**config.mk**
```make
export PLATFORM = sky130hd
export DESIGN_NAME = saturn_bus_program_builder
export DESIGN_NICKNAME = d
export VERILOG_FILES = /design/src/rtl/saturn_bus_program_builder.sv
export SDC_FILE = /design/constraint.sdc
export NUM_CORES = 1
export LEC_CHECK = 0
export CAP_MARGIN = 40
export CORE_UTILIZATION = 45
export CTS_BUF_LIST = sky130_fd_sc_hd__clkbuf_4 sky130_fd_sc_hd__clkbuf_8
export CTS_CLUSTER_DIAMETER = 200
export DETAILED_ROUTE_END_ITERATION = 8
export GPL_ROUTABILITY_DRIVEN = 0
export RECOVER_POWER = 50
export SYNTH_ARGS = -nofsm -noshare
export SYNTH_HDL_FRONTEND = slang
export SYNTH_SLANG_ARGS = --single-unit
```
**constraint.sdc**
```tcl
create_clock -name i_clk -period 6.4 [get_ports i_clk]
set_input_delay 1.6 -clock i_clk [delete_from_list [all_inputs] [get_ports i_clk]]
set_output_delay 1.6 -clock i_clk [all_outputs]
set_load 0.005 [all_outputs]
```
**src/rtl/saturn_bus_program_builder.sv**
```systemverilog
// rtl/saturn_bus_program_builder.sv - bus program list builder for Saturn bus requests
//
// Turns control-unit bus requests into the 5-bit bus program list consumed by
// the bus controller: a {1,cmd} word followed, for addressed ops, by
// ADDR_NIBBLES {0,nibble} words (LSB nibble first). The block owns a circular
// buffer and its write pointer; the bus controller owns the read pointer.
//
// Ports:
//   i_clk          system clock
//   i_reset_n      asynchronous active-low reset
//   i_clk_en       clock enable, all state advances only when high
//   i_req_valid    request present
//   o_req_ready    builder is idle and can accept a request
//   i_req_op       bus command nibble (6/7/8 carry an address)
//   i_req_addr     address for addressed ops
//   o_prog_addr    write pointer, index of next word to be written
//   i_prog_rd_addr bus controller read pointer
//   o_prog_data    buffer word at i_prog_rd_addr (combinational)
//   o_busy         request in progress or buffer not drained
//   o_overflow     sticky: consumer read an unwritten word
module saturn_bus_program_builder #(
  parameter int PTR_W        = 5,
  parameter int ADDR_NIBBLES = 5
) (
  input  logic                      i_clk,
  input  logic                      i_reset_n,
  input  logic                      i_clk_en,
  input  logic                      i_req_valid,
  output logic                      o_req_ready,
  input  logic [3:0]                i_req_op,
  input  logic [4*ADDR_NIBBLES-1:0] i_req_addr,
  output logic [PTR_W-1:0]          o_prog_addr,
  input  logic [PTR_W-1:0]          i_prog_rd_addr,
  output logic [4:0]                o_prog_data,
  output logic                      o_busy,
  output logic                      o_overflow
);

  localparam int DEPTH = 2 ** PTR_W;
  localparam int CNT_W = (ADDR_NIBBLES > 1) ? $clog2(ADDR_NIBBLES) : 1;
  localparam logic [CNT_W-1:0] LAST_NIB = CNT_W'(ADDR_NIBBLES - 1);

  typedef enum logic [1:0] {
    IDLE = 2'd0,
    CMD  = 2'd1,
    ADDR = 2'd2
  } state_t;

  state_t state, next_state;

  logic [4:0]                mem [DEPTH];
  logic [3:0]                op_q;
  logic [4*ADDR_NIBBLES-1:0] addr_q;
  logic [CNT_W-1:0]          cnt_q;
  logic [PTR_W-1:0]          wr_ptr;
  logic [PTR_W-1:0]          rd_q;
  logic                      last_empty_q;
  logic                      overflow_q;

  logic                      full;
  logic                      addressed;
  logic                      accept;
  logic                      we;
  logic [4:0]                wdata;
  logic [4*ADDR_NIBBLES-1:0] addr_sh;

  // One slot always stays empty so that wr == rd unambiguously means empty.
  assign full      = (wr_ptr + PTR_W'(1)) == i_prog_rd_addr;
  assign addressed = (op_q == 4'h6) || (op_q == 4'h7) || (op_q == 4'h8);
  assign addr_sh   = addr_q >> {cnt_q, 2'b00};

  assign o_req_ready = (state == IDLE) && i_reset_n;
  assign accept      = i_clk_en && i_req_valid && o_req_ready;
  assign o_prog_addr = wr_ptr;
  assign o_prog_data = mem[i_prog_rd_addr];
  assign o_busy      = (state != IDLE) || (wr_ptr != i_prog_rd_addr);
  assign o_overflow  = overflow_q;

  always_ff @(posedge i_clk or negedge i_reset_n) begin
    if (!i_reset_n) begin
      state <= IDLE;
    end else begin
      state <= next_state;
    end
  end

  always_comb begin
    next_state = state;
    we         = 1'b0;
    wdata      = {1'b0, addr_sh[3:0]};
    case (state)
      IDLE: begin
        if (accept) next_state = CMD;
      end
      CMD: begin
        wdata = {1'b1, op_q};
        if (i_clk_en && !full) begin
          we         = 1'b1;
          next_state = addressed ? ADDR : IDLE;
        end
      end
      ADDR: begin
        if (i_clk_en && !full) begin
          we = 1'b1;
          if (cnt_q == LAST_NIB) next_state = IDLE;
        end
      end
      default: next_state = IDLE;
    endcase
  end

  always_ff @(posedge i_clk or negedge i_reset_n) begin
    if (!i_reset_n) begin
      op_q         <= '0;
      addr_q       <= '0;
      cnt_q        <= '0;
      wr_ptr       <= '0;
      rd_q         <= '0;
      last_empty_q <= 1'b0;
      overflow_q   <= 1'b0;
    end else if (i_clk_en) begin
      if (accept) begin
        op_q   <= i_req_op;
        addr_q <= i_req_addr;
      end
      if (we) begin
        wr_ptr <= wr_ptr + PTR_W'(1);
        cnt_q  <= (state == CMD) ? '0 : cnt_q + CNT_W'(1);
      end
      // Consumer moved while the buffer was empty and nothing was written:
      // it has read a word that was never produced.
      rd_q         <= i_prog_rd_addr;
      last_empty_q <= (i_prog_rd_addr == wr_ptr) && !we;
      if (last_empty_q && (i_prog_rd_addr != rd_q)) overflow_q <= 1'b1;
    end
  end

  // Buffer contents are deliberately not reset.
  always_ff @(posedge i_clk) begin
    if (we) mem[wr_ptr] <= wdata;
  end

endmodule

```
==> out/results.ini, run 1 <==
[cells_and_area]
fillers=1419
area_delta_synth_final_pct=16.2
drive_above_1_share_pct=30.6
num_antenna_cells=0
nets=568

[synthesis]
postSynthAreaPerCell_um2=18.6
synth_seq_cells=201
synth_top_flop_cell=edfxtp_1
synthTopCellsByArea=edfxtp_1 57%, mux4_2 14%, dfrtp_1 12%
syn_inst=455
synth-edff-count=160
synth-simple-area-share_pct=4.18
synth_area_leader_cell=edfxtp_1
yosys_warnings=0
ys_async_sr_fraction_pct=20.4
synth-xor-area-share_pct=1.55
synth_adder_area_share_pct=1.33
synth_cell_types=45
ys_seq_area_share_pct=68.8
synth_top_family_by_area=multiplexers
synth_area_mm2=0.00848
netlist.area_leader.share_pct=56.7
synth_fp_nets=497
synth_mux_area_share_pct=19.4
synth_compound_area_share_pct=2.77

[sta]
layout_min_cycle_time_ns=5.51
max_freq_mhz=181
period_share_pct=86.1
slew_viol_final=32
rsz0062_at_grt=false
finalHoldViolCount=0
timing.hold.ws_ns=0.478
skew_ns=0.0120
setup_ws_ns=0.887
slew_headroom_pct=-0.115
finalSetupViolCount=0
max_slew.worst_pin.slew_ns=1.50
setup_tns_ns=0

[route]
drcViolationCount=0
firstDrtPassIters=4
drt-vias-per-instance=5.61
detail-route-antenna-nets=0
num_vias=4364
drt-initial-drc-count=214
wire_per_inst_um=22.4
drt-total-wl_mm=17.4

[placement]
portBuffers=45
pre_cts_ws_ns=0.848
dp_hpwl_mm=11.1

[clock_network]
htreeDepth=2
root_buffer=clkbuf_8
cts_tree=done
clk_pin_slew_ns=0.05
cts.repair.resized=0
clock_path_buffers=3
hold_buffers=0
numCtsBuffers=35
cts.sinks=201
insertion_delay_ns=0.51
post_cts_buffers=0

[worst_setup_path]
worstPathRequired_ns=4.80
crit_path_top_delay_cell=mux4_2
start_kind=input pin
cp.arrival_ns=3.91
worst_path_largest_cell_delay_ns=0.57
path_cells=buf_2 -> buf_12 -> mux4_2 -> mux4_2 -> mux2_2 -> clkdlybuf4s50_1
endpoint_kind=primary output
critPathMaxFanout=43
criticalPathCategory=input pin to primary output
timing.critical_path.mode_cell=mux4_2

[power]
peakVddDrop_uv=305
p_per_area_mw_per_mm2=421
p_leak_nw=3.37

[floorplan]
core_area_mm2=0.0182
die_h_um=139
ios=46
rows=49
initial_core_util_pct=46.6
dieWidth_um=139
dieArea_mm2=0.0194

[global_route]
overflow=0
met3_usage_pct=4.16
grt_pass1_vias=4569
antenna_found_initial=0
grt_most_used_layer=met2
grt_max_degree=44
grtUsageMet1_pct=25.6
track_usage_pct=19.0
grtUsageMet2_pct=31.2
grt_pass1_wl_mm=27.1

[run_status]
failed_checks=max-capacitance violations, max-slew violations
status=complete, but fails checks

[flow_run]
max_cap_violations=1

[min_path]
hold_path.class=flip-flop to flip-flop

[worst max-delay path: cells and delay by family]
family / cells / cell delay (ns)
buffers and inverters: 3 / 0.87
multiplexers: 3 / 1.39
[sequential cells by signal, indices dropped and copies added (netlist names)]
| register | cells |
|---|---|
| last_empty_q | 1 |
| op_q | 4 |
| rd_q | 5 |
| addr_q | 20 |
| o_overflow | 1 |
| cnt_q | 3 |
| state | 2 |
| o_prog_addr | 5 |
| mem | 160 |
[report_power, final]
group          internal (W)  switching (W)  total, W
Sequential          0.00189       0.000136   0.00202
Clock              0.000634       0.000482   0.00112
Combinational      0.000380       0.000632   0.00101
Total               0.00290        0.00125   0.00415
[layer usage]
| metal | vias up | wire length [um] |
|---|---|---|
| li1 | 1958 | - |
| met1 | 2275 | 7570 |
| met2 | 114 | 8830 |
| met3 | 17 | 829 |
| met4 | 0 | 189 |
| met5 | - | 0 |
[worst paths after layout]
path | start | end | slack, ns | cells past startpoint
min reg2reg | o_overflow$_DFFE_PN0P_ | o_overflow$_DFFE_PN0P_ | 0.48 | 1
max reg2reg | state[1]$_DFFE_PN0P_ | mem[1][3]$_DFFE_PP_ | 2.39 | 6
min | o_overflow$_DFFE_PN0P_ | o_overflow$_DFFE_PN0P_ | 0.48 | 1
max in group asynchronous | i_reset_n | addr_q[10]$_DFFE_PN0P_ | 4.85 | 2
min in group asynchronous | i_reset_n | rd_q[1]$_DFFE_PN0P_ | 1.16 | 2
max | i_prog_rd_addr[0] | o_prog_data[2] | 0.89 | 6
[logic make-up (layout without fill, tap and decap cells)]
group                    after synthesis  after routing
adder cells (fa/ha/maj)                9              9
flip-flops                           201            201
AO/OA/AOI/OAI                         30             30
multiplexers                          92             92
buffers and inverters                 35            129
XOR/XNOR                              15             15
AND/OR/NAND/NOR                       73             73
[Yosys cell counts (6+ instances only)]
master and n:
nand2_1 6, inv_1 11, o21ai_0 6, dfrtp_1 41, nand3_1 7, nor2_1 37
mux4_2 54, mux2_2 36, xnor2_1 11, edfxtp_1 160, clkbuf_1 12, ha_1 9
[layout by cell type, fill, tap and decap left out, drive strengths merged, types with 3 or more instances in the layout]
master,count
xor2,4
xnor2,11
edfxtp,160
clkinv,6
o21ai,7
or3b,3
a221oi,4
clkdlybuf4s50,40
mux2,36
buf,10
dfrtp,41
nand2,6
nand2b,4
o211ai,5
inv,11
clkbuf,60
mux4,54
ha,9
nor2,37
nor3,3
a21oi,4
nand3b,3
nand3,8
[cell type report]
| type | count | area [um^2] | area share [%] |
|---|---|---|---|
| Clock inverter | 6 | 22.5 | 0.229 |
| Clock buffer | 54 | 643 | 6.53 |
| Timing Repair Buffer | 58 | 543 | 5.51 |
| Multi-Input combinational cell | 219 | 2490 | 25.2 |
| Tap cell | 229 | 287 | 2.91 |
| Inverter | 11 | 41.3 | 0.419 |
| Sequential cell | 201 | 5830 | 59.2 |
[through the flow]
step	cell area [um^2]	std cells	power [W]	utilization [%]
6_report	9850	778	0.00415	54.1
3_3_place_gp	9190	716	0.00304	50.5
2_1_floorplan	8480	455	0.00265	-
3_5_place_dp	9210	718	0.00310	50.6
4_1_cts	9880	778	0.00421	54.3
5_1_grt	9850	778	0.00436	54.1
Note: power is estimated with default switching activity, not from simulation.
==> run 2, diff against run 1 <==
Settings changed: CTS_CLUSTER_DIAMETER 200 to unset.
==> results of run 2 <==
The final DEF is identical to that of run 1; final timing and power are the same.
==> run 3, diff against run 2 <==
Settings changed: CORE_ASPECT_RATIO set to 1.2, CORE_UTILIZATION 45 to 40.
==> run 3 against run 2 <==
  * The run still ends with max-capacitance violations, max-slew violations left
  * Sequential share of layout area down 0.14 points
  * Combinational power about the same
  * Clock power down 4%
  * Largest power group unchanged
==> out/results.ini, run 3 (synthesis gave the netlist of run 1 again) <==
[route]
drt-total-wl_mm=17.2  ; was 17.4 mm
wire_per_inst_um=21.1  ; was 22.4 um
firstDrtPassIters=4  ; unchanged
detail-route-antenna-nets=0  ; unchanged
drt-initial-drc-count=212  ; was 214
drcViolationCount=0  ; unchanged
drt-vias-per-instance=5.29  ; was 5.61
num_vias=4310  ; was 4,364

[sta]
max_slew.worst_pin.slew_ns=1.99  ; was 1.50 ns
slew_viol_final=147  ; was 32
period_share_pct=87.1  ; was 86.1%
layout_min_cycle_time_ns=5.58  ; was 5.51 ns
max_freq_mhz=179  ; was 181 MHz
slew_headroom_pct=-32.7  ; was -0.115%
timing.hold.ws_ns=0.466  ; was 0.478 ns
finalHoldViolCount=0  ; unchanged
setup_tns_ns=0  ; unchanged
rsz0062_at_grt=false  ; unchanged
finalSetupViolCount=0  ; unchanged
skew_ns=0.0276  ; was 0.0120 ns

[power]
p_leak_nw=3.34  ; was 3.37 nW
peakVddDrop_uv=200  ; was 305 uV
p_per_area_mw_per_mm2=418  ; was 421 mW/mm^2

[worst_setup_path]
worstPathRequired_ns=4.80  ; about the same
start_kind=input pin  ; unchanged
path_cells=dlygate4sd3_1 -> mux4_2 -> mux2_2 -> clkdlybuf4s50_1  ; was buf_2 -> buf_12 -> mux4_2 -> mux4_2 -> mux2_2 -> clkdlybuf4s50_1
worstPathBufferInverterCount=2  ; was 3
critPathMaxFanout=11  ; was 43
reg2reg_depth=6  ; unchanged
worst_path_largest_cell_delay_ns=1.04  ; was 0.57 ns
endpoint_kind=primary output  ; unchanged
cp.arrival_ns=3.98  ; was 3.91 ns
crit_path_top_delay_cell=dlygate4sd3_1  ; was mux4_2
criticalPathCategory=input pin to primary output  ; unchanged
crit_cells=4  ; was 6
cp_top_family=buffers and inverters  ; was multiplexers

[min_path]
hold_path.class=flip-flop to flip-flop  ; unchanged
holdPathStages=1  ; unchanged

[run_status]
status=complete, but fails checks  ; unchanged
failed_checks=max-capacitance violations, max-slew violations  ; unchanged

[cells_and_area]
drive_above_1_share_pct=29.5  ; was 30.6%
regMostFlops=mem  ; unchanged
finish.utilization_pct=47.3  ; was 54.1%
layout_commonest_cell=edfxtp_1  ; unchanged
nets=563  ; was 568
finalNonFillerCells=815  ; was 778
layout_common_cells=160 x edfxtp_1, 54 x mux4_2, 41 x dfrtp_1  ; unchanged
num_antenna_cells=0  ; unchanged
largest_reg_flops=160  ; unchanged
largestRegisters=mem (160), addr_q (20)  ; unchanged
area_delta_synth_final_pct=16.5  ; was 16.2%

[placement]
dp_hpwl_mm=11.3  ; was 11.1 mm
place_inst=758  ; was 718
portBuffers=45  ; unchanged

[global_route]
antenna_found_initial=0  ; unchanged
grt_max_degree=48  ; was 44
grt_pass1_vias=4717  ; was 4,569
overflow=0  ; unchanged
grt_pass1_wl_mm=27.1  ; about the same
track_usage_pct=16.6  ; was 19.0%

[flow_run]
max_cap_violations=4  ; was 1

[clock_network]
clock_path_buffers=3  ; unchanged
numCtsBuffers=31  ; was 35
root_buffer=clkbuf_8  ; unchanged
htreeDepth=1  ; was 2
cts.repair.resized=0  ; unchanged
insertion_delay_ns=0.56  ; was 0.51 ns
cts_tree=done  ; unchanged
cts.sinks=201  ; unchanged
hold_buffers=0  ; unchanged
post_cts_buffers=0  ; unchanged
clk_pin_slew_ns=0.06  ; was 0.05 ns

[floorplan]
dieWidth_um=135  ; was 139 um
die_h_um=161  ; was 139 um
core_area_mm2=0.0209  ; was 0.0182 mm^2
initial_core_util_pct=40.6  ; was 46.6%
ios=46  ; unchanged
rows=58  ; was 49
dieArea_mm2=0.0218  ; was 0.0194 mm^2

run 3: changes by cell type in the layout (fill, tap and decap cells not counted), moves of 2 or more:
cell	delta
clkbuf_4	-9
clkbuf_8	-5
clkinv_1	+4
clkinv_2	+3
bufinv_16	+2
clkinvlp_4	+2
run 3: cell type report:
type                    instances  area, um^2
multi-input cells             219        2490
clock buffers                  40         507
inverters                      11        41.3
well taps                     270         338
fillers                      1768       11000
repair buffers                 57         539
clock inverters                17         128
flip-flops and latches        201        5830
run 3: through the flow:
stage | instance area (um^2) | total power, W | worst slack (ns)
3_5_place_dp | 9280 | 0.00313 | 0.827
2_1_floorplan | 8480 | 0.00265 | 1.51
5_1_grt | 9880 | 0.00434 | 0.685
6_report | 9880 | 0.00413 | 0.824
3_3_place_gp | 9240 | 0.00304 | 0.848
4_1_cts | 9910 | 0.00421 | 0.821
run 3: path summary, 6_finish.rpt:
check	endpoint	slack (ns)	startpoint
min in group asynchronous	rd_q[4]$_DFFE_PN0P_	1.11	i_reset_n
hold / removal	o_overflow$_DFFE_PN0P_	0.47	o_overflow$_DFFE_PN0P_
hold reg to reg	o_overflow$_DFFE_PN0P_	0.47	o_overflow$_DFFE_PN0P_
setup / recovery	o_prog_data[4]	0.82	i_prog_rd_addr[2]
setup reg to reg	mem[2][1]$_DFFE_PP_	2.33	state[1]$_DFFE_PN0P_
max in group asynchronous	addr_q[4]$_DFFE_PN0P_	4.90	i_reset_n
run 3: power by group:
group	total, W	switching (W)	internal [W]
Sequential	0.00203	0.000136	0.00189
Clock	0.00107	0.000477	0.000597
Combinational	0.00103	0.000647	0.000383
run 3: routing by layer:
metal  wire length, um  track usage (%)
met5                 0                0
met2              9030             29.3
met1              6960             20.7
met3               832             2.92
met4               392             4.95
